<file path="config.mk">
export PLATFORM = sky130hd
export DESIGN_NAME = uart_rx_fifo_flat
export DESIGN_NICKNAME = d
export VERILOG_FILES = /design/src/rtl/uart_pkg.sv /design/src/rtl/uart_rx_fifo_if.sv /design/src/rtl/uart_fifo_mem.sv /design/src/rtl/uart_rx_fifo.sv /design/src/flat_wrapper.sv
export SDC_FILE = /design/constraint.sdc
export NUM_CORES = 1
export LEC_CHECK = 0
export CAP_MARGIN = 15
export CORE_MARGIN = 2
export CORE_UTILIZATION = 59
export CTS_CLUSTER_SIZE = 8
export DETAILED_ROUTE_END_ITERATION = 6
export PLACE_DENSITY = 0.78
export SYNTH_ARGS = -nofsm -noshare
export SYNTH_HDL_FRONTEND = slang
export SYNTH_SLANG_ARGS = --single-unit
</file>
<file path="constraint.sdc">
create_clock -name CLOCK -period 3.5 [get_ports CLOCK]
set_clock_uncertainty 0.05 [all_clocks]
set_input_delay 0.875 -clock CLOCK [delete_from_list [all_inputs] [get_ports CLOCK]]
set_output_delay 0.875 -clock CLOCK [all_outputs]
set_load 0.02 [all_outputs]
</file>
<file path="src/rtl/uart_pkg.sv">
`default_nettype none
// ============================================================================
// Module      : uart_pkg
// Description : Shared UART types and constants (data width, FIFO entry).
// Revision    : 1.0 - initial release
// ============================================================================
package uart_pkg;

  localparam int UART_DATA_W        = 8;
  localparam int UART_RX_FIFO_DEPTH = 16;

  // One buffered character plus its stop-bit status.
  typedef struct packed {
    logic                   ferr;
    logic [UART_DATA_W-1:0] data;
  } rx_entry_t;

endpackage
`default_nettype wire

</file>
<file path="src/rtl/uart_rx_fifo_if.sv">
`default_nettype none
// ============================================================================
// Module      : uart_rx_fifo_if
// Description : Receive-path push pulses and consumer-side valid/ready bus.
// Revision    : 1.0 - initial release
// ============================================================================
interface uart_rx_fifo_if
  import uart_pkg::*;
#(
  parameter int DEPTH = UART_RX_FIFO_DEPTH,
  parameter int OVR_W = 8
);
  localparam int ADDR_W = $clog2(DEPTH);

  logic [UART_DATA_W-1:0] rx_byte;
  logic                   rx_load;
  logic                   rx_sfe;
  logic                   rd_ready;
  logic                   clr_overrun;
  logic [UART_DATA_W-1:0] rd_data;
  logic                   rd_ferr;
  logic                   rd_valid;
  logic                   full;
  logic [ADDR_W:0]        count;
  logic                   overrun;
  logic [OVR_W-1:0]       ovr_count;

  modport master (
    output rx_byte, rx_load, rx_sfe, rd_ready, clr_overrun,
    input  rd_data, rd_ferr, rd_valid, full, count, overrun, ovr_count
  );

  modport slave (
    input  rx_byte, rx_load, rx_sfe, rd_ready, clr_overrun,
    output rd_data, rd_ferr, rd_valid, full, count, overrun, ovr_count
  );

endinterface
`default_nettype wire

</file>
<file path="src/rtl/uart_fifo_mem.sv">
`default_nettype none
// ============================================================================
// Module      : uart_fifo_mem
// Description : DEPTH-entry register array, synchronous write, async read.
// Revision    : 1.0 - initial release
// ============================================================================
module uart_fifo_mem
  import uart_pkg::*;
#(
  parameter  int DEPTH  = UART_RX_FIFO_DEPTH,
  localparam int ADDR_W = $clog2(DEPTH)
) (
  input  logic              clk,
  input  logic              we,
  input  logic [ADDR_W-1:0] waddr,
  input  rx_entry_t         wdata,
  input  logic [ADDR_W-1:0] raddr,
  output rx_entry_t         rdata
);

  // Contents are qualified by the owner's pointers, so no reset is needed.
  rx_entry_t mem_q [DEPTH];

  always_ff @(posedge clk) begin
    if (we) begin
      mem_q[waddr] <= wdata;
    end
  end

  assign rdata = mem_q[raddr];

endmodule
`default_nettype wire

</file>
<file path="src/rtl/uart_rx_fifo.sv">
`default_nettype none
// ============================================================================
// Module      : uart_rx_fifo
// Description : First-word-fall-through receive buffer with per-entry framing
//               error flag and sticky, saturating overrun tracking.
// Revision    : 1.0 - initial release
// ============================================================================
module uart_rx_fifo
  import uart_pkg::*;
#(
  parameter int DEPTH = UART_RX_FIFO_DEPTH,
  parameter int OVR_W = 8
) (
  input  logic          CLOCK,
  input  logic          reset,
  uart_rx_fifo_if.slave bus
);

  localparam int               ADDR_W    = $clog2(DEPTH);
  localparam logic [OVR_W-1:0] C_OVR_MAX = '1;
  localparam logic [ADDR_W:0]  C_ONE     = {{ADDR_W{1'b0}}, 1'b1};

  logic [ADDR_W:0]  wr_ptr_q, wr_ptr_d;
  logic [ADDR_W:0]  rd_ptr_q, rd_ptr_d;
  logic [ADDR_W:0]  count_q, count_d;
  logic             overrun_q, overrun_d;
  logic [OVR_W-1:0] ovr_count_q, ovr_count_d;

  logic      w_push;
  logic      w_pop;
  logic      w_empty;
  logic      w_full;
  logic      w_accept;
  logic      w_drop;
  rx_entry_t w_wr_entry;
  rx_entry_t w_rd_entry;

  always_comb begin
    w_push  = bus.rx_load | bus.rx_sfe;
    w_empty = (wr_ptr_q == rd_ptr_q);
    w_full  = (wr_ptr_q[ADDR_W-1:0] == rd_ptr_q[ADDR_W-1:0]) &&
              (wr_ptr_q[ADDR_W] != rd_ptr_q[ADDR_W]);
    w_pop   = !w_empty && bus.rd_ready;
    // A pop on a full FIFO frees the slot the simultaneous push lands in.
    w_accept = w_push && (!w_full || w_pop);
    w_drop   = w_push && w_full && !w_pop;

    w_wr_entry.ferr = bus.rx_sfe;
    w_wr_entry.data = bus.rx_byte;
  end

  always_comb begin
    wr_ptr_d    = wr_ptr_q;
    rd_ptr_d    = rd_ptr_q;
    count_d     = count_q;
    overrun_d   = overrun_q;
    ovr_count_d = ovr_count_q;

    if (w_accept) begin
      wr_ptr_d = wr_ptr_q + C_ONE;
    end
    if (w_pop) begin
      rd_ptr_d = rd_ptr_q + C_ONE;
    end

    case ({w_accept, w_pop})
      2'b10:   count_d = count_q + C_ONE;
      2'b01:   count_d = count_q - C_ONE;
      default: count_d = count_q;
    endcase

    // An overrun in the clearing cycle survives as the first new event.
    if (w_drop) begin
      overrun_d = 1'b1;
      if (bus.clr_overrun) begin
        ovr_count_d = {{(OVR_W-1){1'b0}}, 1'b1};
      end else if (ovr_count_q != C_OVR_MAX) begin
        ovr_count_d = ovr_count_q + {{(OVR_W-1){1'b0}}, 1'b1};
      end
    end else if (bus.clr_overrun) begin
      overrun_d   = 1'b0;
      ovr_count_d = '0;
    end
  end

  always_ff @(posedge CLOCK or posedge reset) begin
    if (reset) begin
      wr_ptr_q    <= '0;
      rd_ptr_q    <= '0;
      count_q     <= '0;
      overrun_q   <= 1'b0;
      ovr_count_q <= '0;
    end else begin
      wr_ptr_q    <= wr_ptr_d;
      rd_ptr_q    <= rd_ptr_d;
      count_q     <= count_d;
      overrun_q   <= overrun_d;
      ovr_count_q <= ovr_count_d;
    end
  end

  uart_fifo_mem #(
    .DEPTH (DEPTH)
  ) u_mem (
    .clk   (CLOCK),
    .we    (w_accept),
    .waddr (wr_ptr_q[ADDR_W-1:0]),
    .wdata (w_wr_entry),
    .raddr (rd_ptr_q[ADDR_W-1:0]),
    .rdata (w_rd_entry)
  );

  assign bus.rd_data   = w_rd_entry.data;
  assign bus.rd_ferr   = w_rd_entry.ferr;
  assign bus.rd_valid  = !w_empty;
  assign bus.full      = w_full;
  assign bus.count     = count_q;
  assign bus.overrun   = overrun_q;
  assign bus.ovr_count = ovr_count_q;

endmodule
`default_nettype wire
</file>
<file path="src/flat_wrapper.sv">
// flat-port wrapper written by rule: the top's interface ports become plain ports
module uart_rx_fifo_flat import uart_pkg::*;
#(
  parameter int DEPTH = UART_RX_FIFO_DEPTH,
  parameter int OVR_W = 8
)
  (CLOCK, reset, bus_rx_byte, bus_rx_load, bus_rx_sfe, bus_rd_ready, bus_clr_overrun, bus_rd_data, bus_rd_ferr, bus_rd_valid, bus_full, bus_count, bus_overrun, bus_ovr_count);
  uart_rx_fifo_if #(.DEPTH(DEPTH), .OVR_W(OVR_W)) bus_i ();
  input  logic CLOCK;
  input  logic reset;
  input wire logic [$bits(bus_i.rx_byte)-1:0] bus_rx_byte;
  input wire logic [$bits(bus_i.rx_load)-1:0] bus_rx_load;
  input wire logic [$bits(bus_i.rx_sfe)-1:0] bus_rx_sfe;
  input wire logic [$bits(bus_i.rd_ready)-1:0] bus_rd_ready;
  input wire logic [$bits(bus_i.clr_overrun)-1:0] bus_clr_overrun;
  output wire logic [$bits(bus_i.rd_data)-1:0] bus_rd_data;
  output wire logic [$bits(bus_i.rd_ferr)-1:0] bus_rd_ferr;
  output wire logic [$bits(bus_i.rd_valid)-1:0] bus_rd_valid;
  output wire logic [$bits(bus_i.full)-1:0] bus_full;
  output wire logic [$bits(bus_i.count)-1:0] bus_count;
  output wire logic [$bits(bus_i.overrun)-1:0] bus_overrun;
  output wire logic [$bits(bus_i.ovr_count)-1:0] bus_ovr_count;
  assign bus_i.rx_byte = bus_rx_byte;
  assign bus_i.rx_load = bus_rx_load;
  assign bus_i.rx_sfe = bus_rx_sfe;
  assign bus_i.rd_ready = bus_rd_ready;
  assign bus_i.clr_overrun = bus_clr_overrun;
  assign bus_rd_data = bus_i.rd_data;
  assign bus_rd_ferr = bus_i.rd_ferr;
  assign bus_rd_valid = bus_i.rd_valid;
  assign bus_full = bus_i.full;
  assign bus_count = bus_i.count;
  assign bus_overrun = bus_i.overrun;
  assign bus_ovr_count = bus_i.ovr_count;
  uart_rx_fifo #(.DEPTH(DEPTH), .OVR_W(OVR_W)) u_core (.CLOCK(CLOCK), .reset(reset), .bus(bus_i));
endmodule
</file>
==> summary.txt, run 1 <==
Synth
  • Asr flop ratio synth: 14.3%
  • Mapped Area: 6960 µm²
  • Yosys cell types: 39
  • Flops & latches, synth: 168
  • Post-synth EDFFs: 144
  • Synth warnings: 0
  • Post-Syn Area per Cell: 18.4 µm²
  • Main synth FF type: edfxtp_1
  • Gate Count Post-Synth: 379
  • Post-synthesis sequential area ratio: 70.8%
  • Synthesized net count: 403

Die
  • Die width: 113 µm
  • Initial Utilization: 60.7%
  • Row count: 39
  • Die area: 12700 µm²
  • Core area: 11500 µm²
  • # IOs: 39
  • Die height: 113 µm

STA
  • Slew Limit Headroom: 40.0%
  • Max-slew violation count: 0
  • Final Critical Period: 3.40 ns
  • Fmax: 295 MHz
  • Final hold vios: 0
  • Worst hold slack: 0.434 ns
  • Worst-Margin Slew: 0.898 ns
  • Final setup fails: 0
  • Final cycle utilization of the critical path: 97.0%

Drt
  • Detail Route Antenna Nets: 0
  • Drt first pass iters: 5
  • Remaining DRCs: 0
  • Routed vias/inst: 6.13
  • Routed WL: 13.4 mm
  • Via count: 3655
  • Routed len/inst: 22.4 µm
  • DR iter-0 viols: 320

Final layout
  • Area grow syn2layout: 18.2%
  • N_diodes: 0
  • Final net count: 465
  • Non-filler cells, final: 596
  • Final Cell Area: 8220 µm²
  • Ratio of cells with drive above 1 in the final layout: 20.8%

Critical path
  • CP max stage cell: mux4_2
  • RR Endpoint: u_core.bus.count[4]
  • CP required: 2.57 ns
  • CP endpoint kind: output pin
  • R2R setup slack: 0.53 ns
  • CP Class: reg2out
  • Critical-path cell list: bufbuf_16, mux4_2, a211oi_1, a21oi_1, dlygate4sd2_1
  • Worst r2r src: u_core.rd_ptr_q[0]
  • Crit path DAT: 2.47 ns
  • Startpoint types: register
  • Worst path max stage delay: 0.52 ns
  • Crit path max fanout: 12
  • Worst Reg-to-Reg Cells: 13

Place
  • Final RePlAce weighted congestion: 0.797
  • Hpwl dp: 8.09 mm
  • Cell Area, Placed: 7610 µm²
  • Placed Cells: 560
  • Buffers on Ports: 38

Job
  • MaxCap Viol Count: 0

Clocking
  • Clk_lat worst skew: 0.42 ns
  • Clock transition at path regs: 0.06 ns
  • Num CTS Buffers: 17
  • Sink Count: 168
  • Root buffer cell: clkbuf_16
  • H-tree depth: 4
  • Max Root-Sink Buffers: 2
  • CTS tree: done

Global routing
  • Largest net degree at the start of global routing: 41
  • Grt ovf: 0
  • GR Util All Layers: 23.2%
  • First-pass GRT wire length: 21.4 mm
  • Initial antenna violation count: 0
  • Vias in the first global route: 3769

Power and ir drop
  • Max IR drop VDD: 495 µV
  • Sw Ratio: 31.8%
  • Leakage: 2.93 nW
  • Comb power frac: 35.5%
  • Sequential share of power: 39.0%
  • Switching power summed over all nets: 0.00222 W
  • Pint: 0.00477 W
  • Clk network pwr share: 25.5%
  • Cell Pwr Density: 850 nW/µm²

Outcome
  • Status: finished, final reports clean

Hold path
  • Hold/Removal Path Class: reg2reg
  • Min-delay src: u_core.bus.overrun
  • Worst hold endpoint: u_core.bus.overrun
  • Worst hold path depth: 1
per-stage QoR:
step / setup TNS (ns) / worst slack, ns / power (W) / utilization, %
after floorplan: 0 / 0.760 / 0.00436 / -
after detailed placement: 0 / 0.262 / 0.00523 / 66.4
after CTS: 0 / 0.0800 / 0.00701 / 71.6
after global placement: 0 / 0.278 / 0.00517 / 66.4
after global routing: -0.0104 / -0.0104 / 0.00730 / 71.7
final: 0 / 0.105 / 0.00699 / 71.7
layer usage:
metal,track usage [%],share of wire (%)
met5,0,0
met2,36.0,50
met3,4.97,5.9
met1,32.5,42
met4,9.84,2.1
flip-flops by register name (all words and copies together), names as in the netlist:
register and cells:
u_core.bus.overrun 1, u_core.wr_ptr_q 5, u_core.rd_ptr_q 5, u_core.bus.count 5, u_core.bus.ovr_count 8, u_core.u_mem.mem_q 144
final cells by class:
type                            instances  area, µm²
Sequential cell                       168       4930
Fill cell                             682       3250
Multi-Input combinational cell        181       1900
Timing Repair Buffer                   62        612
Clock buffer                           19        433
Tap cell                              143        179
Clock inverter                         12        126
Inverter                               11       41.3
critical path, delay by kind of cell (launching register included):
kind / cells / cell delay (ns)
AOI/OAI and AO/OA: 2 / 0.32
buffers and inverters: 2 / 0.69
DFF: 1 / 0.51
muxes: 1 / 0.52
what timing repair did:
action,4_1_cts,5_1_grt
resized for setup,9,0
endpoints found under the setup margin,9,2
gates cloned,1,0
buffers inserted,3,1
pin swaps,0,0
endpoints found under the hold margin,0,0
hold buffers,0,0
how the worst max path moves through the flow:
stage	from	end	slack [ns]	cells after the start
after global routing	u_core.rd_ptr_q[0]	bus_rd_data[0]	-0.01	5
after global placement	u_core.rd_ptr_q[0]	bus_rd_data[1]	0.28	5
after detailed placement	u_core.rd_ptr_q[0]	bus_rd_data[1]	0.26	5
final	u_core.rd_ptr_q[0]	bus_rd_data[0]	0.10	5
after CTS	u_core.rd_ptr_q[0]	bus_rd_valid	0.08	6
after floorplan	u_core.rd_ptr_q[0]	bus_rd_data[1]	0.76	5
synthesized netlist by cell type (all sizes together), types with 10 or more instances:
library cell / number / area share, %
edfxtp: 144 / 62
dfrtp: 24 / 8.6
mux4: 36 / 12
mux2i: 13 / 2.1
xnor2: 11 / 1.4
nor2b: 12 / 1.1
and3: 15 / 1.3
clkbuf: 11 / 0.59
a21oi: 16 / 1.2
a211oi: 10 / 1.1
inv: 11 / 0.59
layout by cell type (no fill, tap or decap), types with 2 or more instances in the layout:
cell type / count
ha_1: 9
xor2_1: 7
buf_12: 3
and2_1: 4
clkbuf_1: 2
inv_1: 11
xnor2_1: 11
a21oi_1: 16
mux2i_1: 12
buf_4: 20
a21o_1: 2
nor2_1: 5
dlygate4sd2_1: 9
bufinv_16: 2
nor2b_1: 12
nand2_1: 9
mux4_2: 36
or3_1: 2
a211oi_1: 10
inv_6: 2
o21ai_0: 4
mux2_2: 3
dfrtp_1: 23
and3_1: 15
edfxtp_1: 144
nor3_1: 3
nand3_1: 2
clkbuf_16: 17
clkinv_1: 3
nand4_1: 6
clkdlybuf4s50_1: 29
clkinv_2: 2
kinds of logic (layout without fill, tap and decap cells):
logic type               after synthesis  count (layout)  share of synthesized area, %
flip-flops                           168             168                          70.8
AND/OR/NAND/NOR                       63              63                          5.56
multiplexers                          52              52                          14.2
AO/OA/AOI/OAI                         38              38                          3.45
buffers and inverters                 30             104                          1.82
XOR/XNOR                              18              18                          2.27
adder cells (fa/ha/maj)               10              10                          1.91
power groups by stage:
stage                     logic (W)  clock network [W]  registers, W
after global placement      0.00243                  0       0.00274
after CTS                   0.00249            0.00180       0.00272
after global routing        0.00268            0.00187       0.00275
final                       0.00248            0.00178       0.00273
after floorplan             0.00165                  0       0.00272
after detailed placement    0.00247                  0       0.00276
Note: power is estimated with default switching activity, not from simulation.
==> run 2, diff against run 1 <==
- ABC_AREA: not set -> 1
- CORE_MARGIN: 2 -> not set
==> run 2 against run 1 <==
- worst hold slack improved by 0.012 ns
- maximum frequency fell by 0.59%
- routed wire length rose by 24%
- highest routed layer unchanged
- clock-buffer cell count rose by 2
- largest power group is now combinational cells
- utilization rose by 0.62 points
- clock power rose by 3%
- final area rose by 1.7%
- via count rose by 33%
==> summary.txt, run 2 <==
Final layout
  • Largest register FFs: 144
  • N_diodes: 0
  • Commonest non-fill, non-tap cells in the layout: edfxtp_1 (144), nor2_1 (99), o21ai_0 (78)
  • Share of the core filled with cells: 72.3%
  • Area grow syn2layout: 18.2%
  • Area of the multi-input gates: 1930 µm²
  • Fill cell count: 758
  • Register area: 4930 µm²
  • Final net count: 670
  • Ratio of cells with drive above 1 in the final layout: 12.6%
  • Commonest non-fill, non-tap cell in the layout: edfxtp_1
  • Top reg by flops: u_core.u_mem.mem_q

Power and ir drop
  • Max IR drop VDD: 638 µV
  • Cell Pwr Density: 879 nW/µm²
  • Leakage: 3.07 nW

Global routing
  • First-pass GRT wire length: 25.9 mm
  • Largest net degree at the start of global routing: 46
  • GR Util All Layers: 28.4%
  • Initial antenna violation count: 0
  • Vias in the first global route: 4888
  • Grt ovf: 0

Hold path
  • Hold/Removal Path Class: reg2reg

Synth
  • Post-synthesis simple-gate area fraction: 13.1%
  • Largest cells by area after synthesis: edfxtp_1 (61%), dfrtp_1 (8.5%), o21ai_0 (5.5%)
  • Synth cell count leaders: edfxtp_1 (144), nor2_1 (99), o21ai_0 (78), nand2_1 (60), nand3_1 (28)
  • Synth Area in XOR/XNOR: 1.86%
  • Gate Count Post-Synth: 586
  • Main synth FF type: edfxtp_1
  • Mapped Area: 7070 µm²
  • Post-synth EDFFs: 144
  • Flops & latches, synth: 168
  • Synthesized net count: 610
  • Compound-Gate Fraction of Synth Area: 10.3%
  • Post-Syn Area per Cell: 12.1 µm²
  • Largest area contributor in the netlist: edfxtp_1
  • Mux cell area share after synthesis: 0%
  • Synth Area in Adders: 1.87%
  • Main combinational cell family by area after synthesis: simple AND/OR/NAND/NOR gates
  • Yosys cell types: 32
  • Share of the synthesized area in the top cell type: 61.1%
  • Asr flop ratio synth: 14.3%
  • Synth warnings: 0
  • Post-synthesis sequential area ratio: 69.6%
  • Top-count cell post-synth: edfxtp_1

Clocking
  • H-tree depth: 4
  • Clock transition at path regs: 0.06 ns
  • Hold Buf Count CTS: 0
  • Postcts setup bufs: 0
  • CTS tree: done
  • Max Root-Sink Buffers: 2
  • Num CTS Buffers: 17
  • Clk_lat worst skew: 0.42 ns
  • Sink Count: 168
  • Root buffer cell: clkbuf_16

STA
  • Final setup fails: 0
  • Final hold vios: 0
  • Final Critical Period: 3.42 ns
  • Slew Limit Headroom: 38.9%
  • Final cycle utilization of the critical path: 97.6%
  • Worst-Margin Slew: 0.915 ns
  • Unrepaired setup endpoints after global routing: no
  • Fmax: 293 MHz
  • Max-slew violation count: 0
  • Setup_tns: 0 ns

Die
  • Die width: 112 µm
  • Die area: 12400 µm²
  • # IOs: 39
  • Core area: 11600 µm²
  • Initial Utilization: 61.2%
  • Row count: 39
  • Die height: 112 µm

Critical path
  • Crit path max fanout: 45
  • Worst path bufs/invs: 2
  • CP Class: reg2out
  • Most common cell on crit path: nand3_1
  • Worst path max stage delay: 0.63 ns
  • Crit path DAT: 2.49 ns
  • CP required: 2.57 ns
  • Startpoint types: register
  • Top delay family on crit path: buffers and inverters
  • Critical-path cell list: buf_8, o21ai_0, o221ai_1, nand3_1, nand3_1, clkdlybuf4s50_1
  • CP max stage cell: clkdlybuf4s50_1
  • CP endpoint kind: output pin

Drt
  • Drt first pass iters: 5
  • Routed vias/inst: 6.05
  • Detail Route Antenna Nets: 0
  • Remaining DRCs: 0
  • Routed len/inst: 20.6 µm
  • Via count: 4850
  • Routed WL: 16.6 mm
  • DR iter-0 viols: 612

Place
  • Final RePlAce weighted congestion: 0.837
  • Hpwl dp: 10.4 mm
  • Buffers on Ports: 38

Job
  • MaxCap Viol Count: 0

Outcome
  • Status: finished, final reports clean
[run 2: power by group]
| group | internal (W) | switching [W] | total (W) | leakage, nW |
|---|---|---|---|---|
| clock | 0.00107 | 0.000760 | 0.00183 | 0.278 |
| combinational | 0.000986 | 0.00182 | 0.00281 | 1.19 |
| sequential | 0.00253 | 0.000175 | 0.00271 | 1.60 |
| total | 0.00459 | 0.00276 | 0.00735 | 3.07 |
[run 2: through the flow]
stage | total power (W) | std cells | setup slack, ns | hold slack, ns | area, µm²
4_1_cts | 0.00733 | 802 | 0.0423 | 0.448 | 8350
2_1_floorplan | 0.00440 | 586 | 0.852 | 0.412 | 7070
3_5_place_dp | 0.00548 | 770 | 0.388 | 0.438 | 7770
6_report | 0.00735 | 802 | 0.0849 | 0.446 | 8360
5_1_grt | 0.00771 | 802 | 0.00449 | 0.469 | 8360
3_3_place_gp | 0.00538 | 770 | 0.422 | 0.427 | 7770
[run 2: logic make-up (layout without fill, tap and decap cells)]
| family | count (synthesis) | count (layout) |
|---|---|---|
| AOI/OAI and AO/OA | 127 | 127 |
| buffers and inverters | 58 | 131 |
| adders and majority gates | 10 | 10 |
| xor gates and xnor gates | 15 | 15 |
| DFF | 168 | 168 |
| and+or+nand+nor | 208 | 208 |
[run 2: cell type report]
cell class / count / share of cell area (%)
inverter: 30 / 1.41
multi-input combinational: 360 / 23.0
sequential: 168 / 58.9
tap: 143 / 2.14
timing repair buffer: 69 / 7.63
clock buffer: 21 / 5.39
clock inverter: 11 / 1.50
[run 2: worst paths after layout]
check / from / cells after the start / endpoint / slack, ns
worst max register to register: u_core.rd_ptr_q[2] / 18 / u_core.bus.count[4] / 0.60
min in group asynchronous: reset / 2 / u_core.rd_ptr_q[4] / 0.90
worst min register to register: u_core.wr_ptr_q[4] / 1 / u_core.wr_ptr_q[4] / 0.45
worst max-delay path: u_core.rd_ptr_q[0] / 6 / bus_rd_data[3] / 0.08
max in group asynchronous: reset / 2 / u_core.rd_ptr_q[0] / 1.88
worst min-delay path: u_core.wr_ptr_q[4] / 1 / u_core.wr_ptr_q[4] / 0.45
[run 2: layer usage]
layer / track usage, % / vias to the layer above / share of wire [%]
li1: - / 2225 / -
met1: 37.3 / 2345 / 40
met2: 44.4 / 247 / 48
met3: 6.64 / 33 / 9.1
met4: 14.6 / 0 / 2.7
met5: 2.35 / - / 0
[run 2: repair_timing]
action	CTS	global route
gates resized for setup	2	6
gates cloned	0	0
setup endpoints to repair	3	7
pin swaps	0	1
==> run 3, diff against run 2 <==
- PLACE_DENSITY: 0.78 -> not set
- PLACE_DENSITY_LB_ADDON: not set -> 0.2
- RECOVER_POWER: not set -> 25
- clock period: 3.5 -> 3.6 ns (I/O delays scaled with it)
==> run 3 against run 2 <==
- non-clock buffer count rose by 3
- sequential power fell by 2%
- critical endpoint is now bus_full
- highest routed layer unchanged
- global-route usage up 0.49 points
- first-iteration DRC count fell by 17%
- worst hold slack gained 0.0029 ns
- the run now ends with DRC left
- clock-buffer cell count is 3 lower
- via count increased by 2.1%
- combinational power fell by 3%
==> summary.txt, run 3 (synthesis gave the netlist of run 2 again) <==
Die
  • Die area: 12400 µm²
  • Initial Utilization: 61.2%
  • # IOs: 39
  • Row count: 39
  • Die width: 112 µm
  • Core area: 11600 µm²
  • Die height: 112 µm

Power and ir drop
  • Cell Pwr Density: 853 nW/µm²
  • Clk network pwr share: 25.0%
  • Sw Ratio: 37.5%
  • Switching power summed over all nets: 0.00269 W
  • Comb power frac: 38.1%
  • Sequential share of power: 36.9%
  • Max IR drop VDD: 666 µV
  • Pint: 0.00448 W
  • Leakage: 3.08 nW

Clocking
  • Clk_lat worst skew: 0.43 ns
  • Postcts setup bufs: 0
  • Num CTS Buffers: 17
  • Root buffer cell: clkbuf_16
  • Max Root-Sink Buffers: 2
  • CTS tree: done
  • Clock transition at path regs: 0.07 ns
  • H-tree depth: 4
  • Hold Buf Count CTS: 0
  • Sink Count: 168

Critical path
  • Worst r2r src: u_core.rd_ptr_q[1]
  • CP required: 2.65 ns
  • Worst path max stage delay: 0.62 ns
  • Crit path DAT: 2.55 ns
  • RR Endpoint: u_core.bus.count[4]
  • CP Class: reg2out
  • CP endpoint kind: output pin
  • R2R setup slack: 0.54 ns
  • Worst path bufs/invs: 3
  • CP max stage cell: clkdlybuf4s50_1
  • Startpoint types: register
  • Critical-path cell list: clkinvlp_4, buf_4, nand2_1, nand2_1, nor2_1, nand2_2, nor2_4, clkdlybuf4s50_1
  • Most common cell on crit path: nand2_1
  • Crit path max fanout: 10
  • Worst Reg-to-Reg Cells: 19
  • Top delay family on crit path: buffers and inverters

Hold path
  • Min-delay src: u_core.rd_ptr_q[4]
  • Hold/Removal Path Class: reg2reg
  • Worst hold path depth: 1
  • Worst hold endpoint: u_core.rd_ptr_q[4]

Final layout
  • Ratio of cells with drive above 1 in the final layout: 13.1%
  • Top reg by flops: u_core.u_mem.mem_q
  • N_diodes: 0
  • Commonest non-fill, non-tap cells in the layout: edfxtp_1 (144), nor2_1 (98), o21ai_0 (78)
  • Largest register FFs: 144
  • Commonest non-fill, non-tap cell in the layout: edfxtp_1
  • Area grow syn2layout: 18.7%
  • Final net count: 673

Drt
  • Routed len/inst: 20.8 µm
  • DR iter-0 viols: 509
  • Via count: 4954
  • Detail Route Antenna Nets: 0
  • Remaining DRCs: 2
  • Routed vias/inst: 6.15
  • Routed WL: 16.7 mm
  • Drt first pass iters: 7

Outcome
  • Failing checks: DRC
  • Status: complete, but fails checks

STA
  • Setup_tns: 0 ns
  • Final hold vios: 0
  • Slew Limit Headroom: 7.69%
  • Max-slew violation count: 0
  • Final Critical Period: 3.50 ns
  • Unrepaired setup endpoints after global routing: no
  • Final setup fails: 0
  • Setup ws final: 0.0983 ns
  • Fmax: 286 MHz
  • Worst-Margin Slew: 1.38 ns
  • Final cycle utilization of the critical path: 97.3%

Global routing
  • First-pass GRT wire length: 26.6 mm
  • GR Util All Layers: 28.9%
  • Initial antenna violation count: 0
  • Grt ovf: 0
  • Largest net degree at the start of global routing: 51
  • Vias in the first global route: 4923

Place
  • Hpwl dp: 10.7 mm
  • Buffers on Ports: 38
  • Pre-CTS setup slack: 0.524 ns
  • Final RePlAce weighted congestion: 0.863

Job
  • MaxCap Viol Count: 0
## run 3: final cells by class
cell class / count / area, µm²
timing repair buffer: 72 / 663
clock buffer: 18 / 439
fill: 778 / 3170
tap: 143 / 179
clock inverter: 14 / 148
multi-input combinational: 360 / 1920
sequential: 168 / 4930
inverter: 30 / 120
## run 3: per-stage QoR
stage / instances / area [µm²] / total power, W / hold slack, ns / util [%]
floorplan: 586 / 7070 / 0.00428 / 0.412 / -
global placement: 773 / 7800 / 0.00526 / 0.427 / 67.5
finish: 805 / 8400 / 0.00717 / 0.449 / 72.6
detailed placement: 773 / 7800 / 0.00534 / 0.431 / 67.5
CTS: 805 / 8390 / 0.00715 / 0.450 / 72.5
global route: 805 / 8400 / 0.00752 / 0.466 / 72.6
## run 3: how the worst max path moves through the flow
stage	start	to	slack (ns)	cells past startpoint
final	u_core.rd_ptr_q[1]	bus_full	0.1	8
after global routing	u_core.rd_ptr_q[1]	bus_full	0.007	8
after CTS	u_core.rd_ptr_q[1]	bus_rd_data[5]	0.01	7
after detailed placement	u_core.rd_ptr_q[1]	bus_rd_ferr	0.52	7
after global placement	u_core.rd_ptr_q[1]	bus_rd_ferr	0.51	7
after floorplan	bus_rx_sfe	u_core.bus.count[4]	0.93	12
## run 3: what timing repair did
item,4_1_cts,5_1_grt
resized for setup,0,6
hold endpoints to repair,0,0
endpoints found under the setup margin,0,6
## run 3: per-layer routing
layer | routed length, µm | up-vias | track usage, % | part of all wire [%]
met1 | 6650 | 2459 | 37.6 | 40
met4 | 311 | 0 | 11.1 | 1.9
met5 | 0 | - | 0 | 0
met2 | 8610 | 231 | 48.2 | 51
met3 | 1170 | 31 | 5.88 | 7.0
li1 | - | 2233 | - | -
## run 3: power by group through the flow
stage | clock [W] | sequential (W) | combinational (W)
after global placement | 0 | 0.00266 | 0.00260
after CTS | 0.00180 | 0.00264 | 0.00271
after floorplan | 0 | 0.00265 | 0.00163
after global routing | 0.00189 | 0.00268 | 0.00296
after detailed placement | 0 | 0.00267 | 0.00267
final | 0.00179 | 0.00265 | 0.00273
